$ cat config.mk
export PLATFORM = sky130hd
export DESIGN_NAME = irq_controller
export DESIGN_NICKNAME = d
export VERILOG_FILES = /design/src/rtl/irq_pkg.sv /design/src/rtl/irq_prio_sel.sv /design/src/rtl/irq_controller.sv
export SDC_FILE = /design/constraint.sdc
export NUM_CORES = 1
export LEC_CHECK = 0
export CAP_MARGIN = 20
export CELL_PAD_IN_SITES_DETAIL_PLACEMENT = 0
export CELL_PAD_IN_SITES_GLOBAL_PLACEMENT = 1
export CORE_MARGIN = 2
export CORE_UTILIZATION = 35
export CTS_BUF_LIST = sky130_fd_sc_hd__clkbuf_8
export CTS_CLUSTER_DIAMETER = 40
export DETAILED_ROUTE_END_ITERATION = 10
export PLACE_DENSITY = 0.79
export SYNTH_ARGS = -nofsm -noshare
export SYNTH_HDL_FRONTEND = slang
export SYNTH_HIERARCHICAL = 1
export SYNTH_SLANG_ARGS = --single-unit
export TNS_END_PERCENT = 30
$ cat constraint.sdc
create_clock -name clk -period 2.58 [get_ports clk]
set_clock_uncertainty 0.15 [all_clocks]
set_input_delay 0.387 -clock clk [delete_from_list [all_inputs] [get_ports clk]]
set_output_delay 0.387 -clock clk [all_outputs]
set_load 0.03 [all_outputs]
$ cat src/rtl/irq_pkg.sv
// Shared constants and FSM state type for the interrupt controller slice.
package irq_pkg;

   localparam int NUM_IRQ = 8;
   localparam int ID_W    = $clog2(NUM_IRQ);

   typedef enum logic [1:0] {
      IDLE,
      REQ,
      SERVICE
   } irq_state_t;

endpackage

$ cat src/rtl/irq_prio_sel.sv
// Combinational priority encoder: the highest set index of req wins.
module irq_prio_sel
   import irq_pkg::*;
(
   input  logic [NUM_IRQ-1:0] req,
   output logic [ID_W-1:0]    id,
   output logic               any_valid
);

   always_comb begin
      // NOTE: defaults first so every path assigns every output; without them a zero input would infer a latch.
      id        = '0;
      any_valid = 1'b0;
      // Ascending scan: a later (higher) set bit overwrites an earlier one.
      for (int i = 0; i < NUM_IRQ; i++) begin
         if (req[i]) begin
            id        = ID_W'(i);
            any_valid = 1'b1;
         end
      end
   end

endmodule

$ cat src/rtl/irq_controller.sv
// Interrupt controller: captures requests into pending, masks them, presents the
// highest eligible one with a valid/ack handshake and tracks it until EOI.
module irq_controller
   import irq_pkg::*;
#(
   parameter int                 EDGE_MODE = 1,
   parameter logic [NUM_IRQ-1:0] MASK_RST  = 8'h00
) (
   input  logic               clk,
   input  logic               rstN,
   input  logic [NUM_IRQ-1:0] irq_in,
   input  logic               int_en,
   input  logic               mask_wr,
   input  logic [NUM_IRQ-1:0] mask_wdata,
   input  logic               irq_ack,
   input  logic               eoi,
   output logic               irq_valid,
   output logic [ID_W-1:0]    irq_id,
   output logic [NUM_IRQ-1:0] pending,
   output logic [NUM_IRQ-1:0] in_service,
   output logic [NUM_IRQ-1:0] mask,
   output logic               busy
);

   irq_state_t         state, state_next;
   logic [NUM_IRQ-1:0] irq_prev;
   logic [NUM_IRQ-1:0] set_vec, clr_vec, eligible, id_onehot;
   logic [NUM_IRQ-1:0] pending_next, in_service_next;
   logic [ID_W-1:0]    sel_id, irq_id_next;
   logic               sel_valid, withdraw;

   assign set_vec   = (EDGE_MODE != 0) ? (irq_in & ~irq_prev) : irq_in;
   assign eligible  = pending & ~mask;
   assign withdraw  = ~int_en | mask[irq_id];
   assign id_onehot = NUM_IRQ'(1) << irq_id;
   assign busy      = (state != IDLE);

   irq_prio_sel u_prio_sel (
      .req       (eligible),
      .id        (sel_id),
      .any_valid (sel_valid)
   );

   always_comb begin
      state_next      = state;
      irq_id_next     = irq_id;
      clr_vec         = '0;
      in_service_next = in_service;
      unique case (state)
         IDLE: begin
            if (int_en && sel_valid) begin
               state_next  = REQ;
               irq_id_next = sel_id;
            end
         end
         REQ: begin
            // Withdraw outranks a same-cycle ack; the request stays pending.
            if (withdraw) begin
               state_next = IDLE;
            end else if (irq_ack) begin
               clr_vec         = id_onehot;
               in_service_next = id_onehot;
               state_next      = SERVICE;
            end
         end
         SERVICE: begin
            if (eoi) begin
               in_service_next = '0;
               state_next      = IDLE;
            end
         end
         default: state_next = IDLE;
      endcase
      // A capture in the ack cycle re-sets the bit being cleared.
      pending_next = (pending & ~clr_vec) | set_vec;
   end

   always_ff @(posedge clk) begin
      // NOTE: reset is sampled on the clock edge (synchronous), so it sits inside the clocked branch.
      if (!rstN) begin
         state <= IDLE;
      end else begin
         state <= state_next;
      end
   end

   always_ff @(posedge clk) begin
      // NOTE: non-blocking assignments so every register samples pre-edge values.
      if (!rstN) begin
         irq_prev   <= '0;
         pending    <= '0;
         in_service <= '0;
         mask       <= MASK_RST;
         irq_valid  <= 1'b0;
         irq_id     <= '0;
      end else begin
         irq_prev   <= irq_in;
         pending    <= pending_next;
         in_service <= in_service_next;
         irq_valid  <= (state_next == REQ);
         irq_id     <= irq_id_next;
         if (mask_wr) begin
            mask <= mask_wdata;
         end
      end
   end

endmodule

# [Word level (Yosys, flattened, before mapping)]
# Cells that the tools add are included.
# W data, S select, Z words.
[totals] out_inout_bits=29 reg_bits=38 wordCells=59 in_bits=22
[classes] n_eq_ne=6 bitwise_logic=9 n_reduce_logical=6 magnitude_cmp=1 n_mux=29 shifts=1
[op_table] op="$mux W8" count=6
[op_table] op="$and A8 B8 Y8" count=3
[op_table] op="$not A8 Y8" count=3
[op_table] op="$pmux W8 S2" count=1
[op_table] op="$mux W2" count=6
[op_table] op="$mux W3" count=4
[op_table] op="$mux W1" count=10
[op_table] op="$or A8 B8 Y8" count=1
[op_table] op="$shl A1 B3 Y8 const A" count=1
[op_table] op="$ne A2 B2 Y1 const B" count=3
[op_table] op="$pmux W2 S3" count=1
[op_table] op="$eq A2 B1 Y1 const B" count=2
[op_table] op="$lt A3 B4 Y1 const B" count=1
[op_table] op="$reduce_and A4 Y1" count=1
[op_table] op="$reduce_bool A2 Y1" count=2
[op_table] op="$bmux W1 S3" count=1
[op_table] op="$eq A2 B2 Y1 const B" count=1
[op_table] op="$logic_not A2 Y1" count=1
[op_table] op="$reduce_and A2 Y1" count=1
[op_table] op="$logic_and A1 B1 Y1" count=1
[op_table] op="$not A1 Y1" count=1
[op_table] op="$or A1 B1 Y1" count=1

# [Depth between registers and ports, before layout]
# Gate-level depths: netlist (run 1).
[depth] word_depth=14 mapped_depth=7 mapped_depth_nobuf=7

# [Cells and area by module]
# Netlist (run 1), hierarchy kept.
[by_module_without_submodules] module="irq_controller" n_inst=1 area_each_um2=1574.0 cells_per_inst=169 seq_area_each_um2=760.7
[by_module_without_submodules] module="irq_prio_sel" n_inst=1 area_each_um2=57.6 cells_per_inst=12 seq_area_each_um2=0.0

# [Least setup slack after synthesis (run 1)]
# No wires, ideal clock.
[synth_path] kind="register -> register" from="register irq_id[0]" to="register pending[1]" arrival_time_ns=1.790 path_stages_with_launch=5 setup_ns=0.127 setup_slack_ns=0.512 path_cell_list="dfxtp_1 -> mux4_2 -> or3_4 -> o311ai_1 -> o21ai_1"
[synth_via] elab_chain_len=8
[synth_rtl] item="start: declaration" line_no="irq_controller.sv:18" text="output logic [ID_W-1:0] irq_id,"
[synth_rtl] item="start signal: assignment" line_no="irq_controller.sv:101" text="irq_id <= irq_id_next;"
[synth_rtl] item="$bmux W1 S3" line_no="irq_controller.sv:34" text="assign withdraw = ~int_en | mask[irq_id];"
[synth_rtl] item="$mux W1 (not written as such)" line_no="irq_controller.sv:34"
[synth_rtl] item="$or A1 B1 Y1" line_no="irq_controller.sv:34"
[synth_rtl] item="$mux W8 *" line_no="irq_controller.sv:58" text="if (withdraw) begin"
[synth_rtl] item="$mux W8 *" line_no="irq_controller.sv:49" text="unique case (state)"
[synth_rtl] item="$not A8 Y8 *" line_no="irq_controller.sv:75" text="pending_next = (pending & ~clr_vec) | set_vec;"
[synth_rtl] item="$and A8 B8 Y8 *" line_no="irq_controller.sv:75"
[synth_rtl] item="$or A8 B8 Y8 *" line_no="irq_controller.sv:75"
[synth_rtl] item="end signal: assignment" line_no="irq_controller.sv:98" text="pending <= pending_next;"
[synth_rtl] item="end: declaration" line_no="irq_controller.sv:19" text="output logic [NUM_IRQ-1:0] pending,"
# Every way passes the cells marked *; elsewhere a longest branch is shown, timed or not. The select of a mux whose other input is x is not followed.
# A chain may end at the register's enable or synchronous reset.

# [Worst setup path in the final report (run 1)]
[layout_path] from="register irq_id[1]" to="output port irq_id[1]"
# No word-level cell between the ends.

==> run summary, run 1 <==
The flow ran to the end, and the final reports show no timing, DRC or antenna violations. The number of buffers created by CTS came out at 5. The finished layout holds 288 standard cells, fillers aside. The analysis attributes to cell leakage a power of 0.933 nW. The cell count along the critical path works out to 1. The logs give 0 for the initial antenna violation count and 1359 for the number of global-route vias before repair. Summing over every cut layer, the via total after detailed routing is 1435. The number of H-tree levels was 2. The required time reported for the critical path endpoint came out at 2040 ps.

The tools report the total placed instance area as 2200 um^2. In the synthesized netlist the dominant register cell turns out to be sky130_fd_sc_hd__dfxtp_1. The slew at the pin with the worst max-slew slack works out to 654 ps. Counting every sink on the clock net gives 38. The tools report the final total negative setup slack as 0 ps. Root buffer cell: sky130_fd_sc_hd__clkbuf_8.

The path type of the worst min-delay path was flop to flop. Count of boundary I/O pins: 51. The pin count of the biggest net entering global routing came out at 16. The relative slew slack came out at 56.4%.

Before antenna repair, the detailed router went through 4 iterations. The critical-path maximum fanout is 7. For this run the aggregate overflow at the end of global routing stands at 0. The post-DP HPWL came out at 2920 um. The detailed router put a total of 1900 um of wire on met1.

Library cell with the largest summed area after synthesis: sky130_fd_sc_hd__dfxtp_1. The core region is 4410 um^2. The die is 72.3 um wide. For this run, the number of Yosys warnings is 6. Synthesis inferred 38 register bits. The netlist area before placement was 1630 um^2. In this run the top signal layer used is met4. The critical path goes through clkdlybuf4s50_1.

The run gives 0 as the buffer count from post-CTS setup fixing. Summing the sequential cell areas from Yosys gives 46.6% of the chip area. The number of gates resized after CTS was 0.

The post-route clock period utilization is 80.4%, and the number of antenna cells inserted is 0. The largest stage delay on the critical path is 740 ps. TritonCTS built the clock tree.

The capturing element type of the critical path was a primary output. The number of buffers inserted for hold repair after clock tree synthesis was 0; the shortest period the worst path allows was 2070 ps. Global router's overall resource usage: 16.0%. The per-instance average area after synthesis came out at 9.01 um^2. Setup violations remaining at the end of the flow were counted as 0. The floorplan step set the die height to 72.3 um. For the area enclosed by the die boundary, the log shows 5220 um^2.

The run gives 2290 um^2 as the summed area of non-filler cells in the final layout. The number of buffers and inverters on the critical path works out to 1. Clock-pin slew was measured on the worst setup and hold paths at 70 ps. Number of instances in the synthesized netlist: 181. In this run the critical register-to-register path is captured at in_service[2].

Setup repair after global routing left no endpoint under its margin. The worst register-to-register path begins at irq_id[1]. Data on the critical path arrives at its endpoint at 1540 ps. The max-slew violation count came out at 0.

The netlist uses 36 different library cells. The worst voltage drop across the vdd grid is 0.217 mV, and the share of cells above drive strength 1 is 6.78%. The effective utilization at floorplan is 37.0%, and the count of nets after finishing is 257. Top achievable clock speed: 482 MHz. The routed wirelength normalized by instance count is 13.5 um. The later pin in the worst-skew pair is clocked with a latency of 280 ps. By count the netlist is led by sky130_fd_sc_hd__dfxtp_1, sky130_fd_sc_hd__nand2_1, sky130_fd_sc_hd__mux2i_1, sky130_fd_sc_hd__nor2_1, sky130_fd_sc_hd__a21oi_1.

The count of antenna-violating nets left after detailed routing is 0. The critical path ends at irq_id[1]. Dividing the detail-routed via count by the number of cells gives 4.98. The buffer levels on the longest clock path was 2. The cell with the most instances after synthesis was sky130_fd_sc_hd__dfxtp_1. The port buffer count works out to 50. Sorting the synthesized cells by area gives the leading types as sky130_fd_sc_hd__dfxtp_1, sky130_fd_sc_hd__mux2i_1, sky130_fd_sc_hd__nand2_1. Tracing the worst setup path back leads to its startpoint at irq_id[1].

The number of violations of the max-capacitance limit is 0, and the final-report hold violation count is 0. The share of Yosys cell area claimed by the top area cell type is 46.6%. After detailed routing, the met2 layer carries 1620 um of wire. Measured in cells, the most critical reg-to-reg path has a length of 4. The setup check on the worst reg-to-reg path leaves a slack of 650 ps. The detailed route wirelength on metal3 came out at 294 um. The worst setup path is launched from a flop. The area growth from synthesis to layout is 40.3%.

After synthesis, the share of flip-flops with an asynchronous set or reset is 0%. The post-detailed-routing wire length is 3880 um, and the worst-case hold slack is 253 ps. At the end of routability-driven placement, the weighted congestion stood at 0.841. By startpoint and endpoint, the worst setup path is classified as flop to primary output.

Among all stages on the critical path, the largest delay is contributed by sky130_fd_sc_hd__clkdlybuf4s50_1. The tools report the first-pass GRT wire length as 6350 um. Once placement completed, the tool counted placed cells totaling 280. The total power per unit cell area was 594 nW/um^2; the row count was 24.

In this run, the number of DRC markers left after iteration 0 of detailed routing was 46. Among cell families on the critical path, the largest total delay comes from buffers and inverters. Number of enable flip-flop cells after synthesis: 0. The net count of the mapped netlist was 203. The number of remaining DRC errors is 0.
==> sequential cells by signal (all words and copies together) (netlist names) <==
signal / cells
in_service: 8
pending: 8
mask: 8
state: 2
irq_valid: 1
irq_prev: 8
irq_id: 3
==> layout make-up <==
class                           count  area, um^2
Fill cell                         438        2120
Multi-Input combinational cell    128         812
Sequential cell                    38         761
Timing Repair Buffer               54         531
Clock buffer                        6        82.6
Tap cell                           52        65.1
Inverter                            8        30.0
Clock inverter                      2        8.76
==> power breakdown <==
part,switching (W),total (W),internal (W)
registers,0.0000341,0.000655,0.000621
logic,0.000157,0.000297,0.000141
clock network,0.000196,0.000407,0.000211
==> worst min path at each step <==
stage	slack [ps]	to	cells after the start	from
after floorplan	240	pending[1]	1	irq_prev[1]
after CTS	250	pending[1]	1	irq_prev[1]
final	250	pending[1]	1	irq_prev[1]
after global placement	250	pending[1]	1	irq_prev[1]
after detailed placement	250	pending[1]	1	irq_prev[1]
after global routing	280	pending[1]	1	irq_prev[1]
==> placed cells by master (no fill, tap or decap), drive strengths merged <==
cell           Yosys  layout
nand3b             1       1
a2bb2oi            1       1
and4bb             1       1
mux2               1       1
clkdlybuf4s50      0      50
nor4               1       1
a31o               1       1
nand4              1       1
clkinv             1       2
and2b              1       1
nand2             21      21
or2                2       2
a311o              1       1
a32o               2       2
o311ai             1       1
a21oi             12      12
o41ai              1       1
nand2b             9       9
inv                7       8
nor2b             10      10
dfxtp             38      38
o31ai              5       5
and2               5       5
or3                1       1
nor2              19      19
nand4b             1       1
mux2i             19      19
mux4               1       1
nor3               4       4
o21ai              1       1
clkbuf             3       6
nand3              3       3
buf                4       4
o22ai              2       2
==> cell families (layout without fill, tap and decap cells) <==
family,count (synthesis),count (layout),synth area share (%)
buffers and inverters,15,70,3.60
AOI/OAI and AO/OA,27,27,11.0
muxes,21,21,13.7
and+or+nand+nor,80,80,25.0
DFF,38,38,46.6
==> metal layers <==
layer  track usage (%)  vias to the layer above
met5                 0                        -
met4              6.50                        0
met3              5.56                        6
met2              24.9                       48
met1              20.2                      657
li1                  -                      724
==> per-stage QoR <==
| stage | power (W) | util [%] | setup slack [ps] |
|---|---|---|---|
| global route | 0.00143 | 51.9 | 418 |
| detailed placement | 0.000967 | 49.8 | 430 |
| floorplan | 0.000840 | - | 512 |
| global placement | 0.000966 | 49.8 | 433 |
| CTS | 0.00138 | 51.9 | 485 |
| finish | 0.00136 | 51.9 | 505 |
No activity file was read; power rests on OpenSTA's default activity.
==> inputs of run 2 (changes only) <==
--- a/config.mk
+++ b/config.mk
@@ -9,11 +9,11 @@
 export CELL_PAD_IN_SITES_DETAIL_PLACEMENT = 0
 export CELL_PAD_IN_SITES_GLOBAL_PLACEMENT = 1
 export CORE_MARGIN = 2
-export CORE_UTILIZATION = 35
+export CORE_UTILIZATION = 32
 export CTS_BUF_LIST = sky130_fd_sc_hd__clkbuf_8
 export CTS_CLUSTER_DIAMETER = 40
 export DETAILED_ROUTE_END_ITERATION = 10
-export PLACE_DENSITY = 0.79
+export PLACE_DENSITY = 0.76
 export SYNTH_ARGS = -nofsm -noshare
 export SYNTH_HDL_FRONTEND = slang
 export SYNTH_HIERARCHICAL = 1
==> constraint.sdc (replaced) <==
create_clock -name clk -period 1.67 [get_ports clk]
set_clock_uncertainty 0.15 [all_clocks]
set_input_delay 0.2505 -clock clk [delete_from_list [all_inputs] [get_ports clk]]
set_output_delay 0.2505 -clock clk [all_outputs]
set_load 0.03 [all_outputs]
==> run 2 against run 1 <==
Against the previous run: the run now ends with negative setup slack left; combinational power is 86% higher; power grew 61%; global-route usage up 0.15 points; count of clock-buffer cells in the layout unchanged; register-to-register slack worse by 800 ps; critical endpoint is now pending[1]; die area increased by 8.8%; wire length up 7.0%; via count increased by 6.6%; setup slack lost 650 ps; critical path depth grew 3.
==> run summary, run 2 (same netlist as run 1, synthesis figures left out) <==
The run finished, with violations left. The final reports fail on negative setup slack. The logs give 5690 um^2 (+8.8%) for the area enclosed by the die boundary and 3230 um (+11%) for the post-DP HPWL. The die span in x works out to 75.4 um (+4.3%). The logs give 33.9% (-3.1 points) for the effective utilization at floorplan and -255 ps (-255 ps) for the final total negative setup slack. The root buffer cell is sky130_fd_sc_hd__clkbuf_8. The tools report the pre-CTS setup slack as -339 ps (-769 ps).

Final-report hold violation count: 0 (unchanged). Length in cells of the worst reg-to-reg path: 4 (unchanged). The smallest clock period supported by the final layout is computed as 1820 ps. The run gives 1529 (+6.6%) as the count of vias placed by the detailed router.

For this design, the slowest cell found on the critical path is sky130_fd_sc_hd__mux4_2. The capturing element type of the critical path was a flop. The library cells used most frequently in the layout, excluding fill and tap cells, are sky130_fd_sc_hd__dfxtp_1, sky130_fd_sc_hd__buf_4, sky130_fd_sc_hd__dlygate4sd2_1. The global router's overall resource usage is 16.1% (+0.15 points). TritonCTS built the clock tree. Largest stage delay on the critical path: 510 ps (-230 ps). Count of antenna-violating nets left after detailed routing: 0 (unchanged). The area of the core is 4820 um^2 (+9.1%). The total power per unit cell area works out to 836 nW/um^2 (+41%).

The min-delay analysis places its worst path in the category input port to flop. The routed wirelength normalized by instance count is 12.4 um (-8.0%). The number of buffers created by CTS was 5 (unchanged). The logs give 2 (unchanged) for the buffer levels on the longest clock path and 1690 ps (-350 ps) for the required time reported for the critical path endpoint. For the post-layout utilization of the core, the log shows 54.3% (+2.4 points). The run gives 51 (unchanged) as the count of boundary I/O pins. The post-layout worst setup margin is -148 ps (-654 ps). The share of cells above drive strength 1 is 25.7% (+19 points), and the first-pass GRT wire length is 6800 um (+7.1%). The startpoint identified for the worst hold timing path is irq_ack. The post-route clock period utilization came out at 109%.

The height of the chip is 75.4 um (+4.3%), and the sink count of the clock tree is 38 (unchanged). The tools report the worst hold endpoint as state[0]. The number of H-tree levels is 2 (unchanged), and the row count is 25 (+4.2%). Number of global-route vias before repair: 1432 (+5.4%).

Port buffer count: 50 (unchanged). The tools report the data arrival at the endpoint of the critical path as 1840 ps (+300 ps). The final count of negative-setup-slack endpoints came out at 3 (+3).

Setup repair after global routing could not meet its margin everywhere. Initial antenna violation count: 0 (unchanged). The pin count of the biggest net entering global routing is 15 (-1), and the number of vias per cell after detailed routing is 4.56 (-8.4%).

The number of buffers inserted for hold repair after clock tree synthesis is 0 (unchanged), and the relative slew slack is 78.7% (+22 points). The clock latency on the worst-skew pair was 290 ps (about the same); the count of cells along the worst hold path was 3 (+2). Worst-case hold slack: 176 ps (-76.3 ps).

The logs give -150 ps (-800 ps) for the reg-to-reg setup timing slack and 0 (unchanged) for the number of antenna cells inserted. The worst voltage drop across the vdd grid is 0.612 mV (+180%), and the first-pass iteration count of the detailed router is 4 (unchanged). For the max-slew violation count, the log shows 0 (unchanged). The run gives 550 MHz as the top achievable clock speed. The logs give 289 (+12%) for the count of nets after finishing and 1.23 nW (+32%) for the leakage power total. Post-detailed-routing wire length: 4150 um (+7.0%). The worst setup path is of the flop to flop kind. The number of remaining DRC errors was 0 (unchanged); the slew at the pin with the worst max-slew slack was 320 ps (-334 ps). The total overflow reported by the global router is 0 (unchanged). The critical-path maximum fanout is 3 (-4), and the number of violations of the max-capacitance limit is 0 (unchanged). Source of the worst register-to-register timing path: irq_id[0].

Walking the worst path, the cells encountered are mux4_2, or3_4, o311ai_4, o21ai_1. The iteration-0 DRC count of the detailed router is 47 (+2.2%), and the layout overhead on the synthesized area is 60.2%. STA classifies the critical path startpoint as a flop. The endpoint of the most critical register-to-register path was pending[1]. The post-CTS clock slew at the launch and capture registers of the worst setup and hold paths is 70 ps (about the same), and the final RePlAce weighted congestion is 0.788 (-6.3%).
[run 2: cell count changes in the layout (fill, tap and decap cells not counted), sizes merged]
cell / before / now
dlygate4sd2: 0 / 25
clkdlybuf4s50: 50 / 19
dlymetal6s2s: 0 / 2
buf: 4 / 37
clkbuf: 6 / 7
clkdlybuf4s15: 0 / 2
[run 2: critical path: cells and delay by family, from the launching register on]
| family | cells | cell delay, ps |
|---|---|---|
| flip-flops | 1 | 360 |
| AND/OR/NAND/NOR | 1 | 380 |
| AO/OA/AOI/OAI | 2 | 310 |
| multiplexers | 1 | 510 |
[run 2: final cells by class]
| cell class | instances | area [um^2] |
|---|---|---|
| fill | 485 | 2200 |
| multi-input combinational | 128 | 895 |
| inverter | 8 | 30.0 |
| clock buffer | 6 | 82.6 |
| tap | 67 | 83.8 |
| clock inverter | 2 | 8.76 |
| sequential | 38 | 769 |
| timing repair buffer | 86 | 744 |
[run 2: layer usage]
metal  vias up  routed length (um)  part of all wire [%]  GRT usage [%]
li1        795                   -                     -              -
met3         4                 155                   3.7           4.23
met1       701                2010                    48           22.6
met2        29                1940                    47           24.3
met5         -                   0                     0              0
met4         0                  42                   1.0           5.26
[run 2: how the worst max path moves through the flow]
stage / startpoint / to / slack (ps) / depth (start not counted)
finish: irq_id[0] / pending[1] / -150 / 4
global route: irq_id[0] / pending[1] / -180 / 4
CTS: irq_id[0] / pending[1] / -160 / 4
detailed placement: irq_ack / pending[1] / -340 / 5
global placement: int_en / pending[1] / -340 / 5
floorplan: irq_id[0] / pending[1] / -140 / 4
[run 2: metrics by stage]
step	cell area [um^2]	total power (W)	instances
final	2610	0.00219	335
after CTS	2530	0.00219	333
after floorplan	1660	0.00131	181
after global routing	2610	0.00230	335
after global placement	2460	0.00158	325
after detailed placement	2460	0.00158	325
[run 2: timing repair]
action,4_1_cts,5_1_grt
buffers inserted,0,2
setup endpoints to repair,35,17
pin swaps,0,8
resized for setup,31,21
[run 2: power breakdown]
group          internal (W)  switching, W
sequential         0.000961     0.0000392
clock              0.000327      0.000306
combinational      0.000268      0.000284
total               0.00156      0.000629
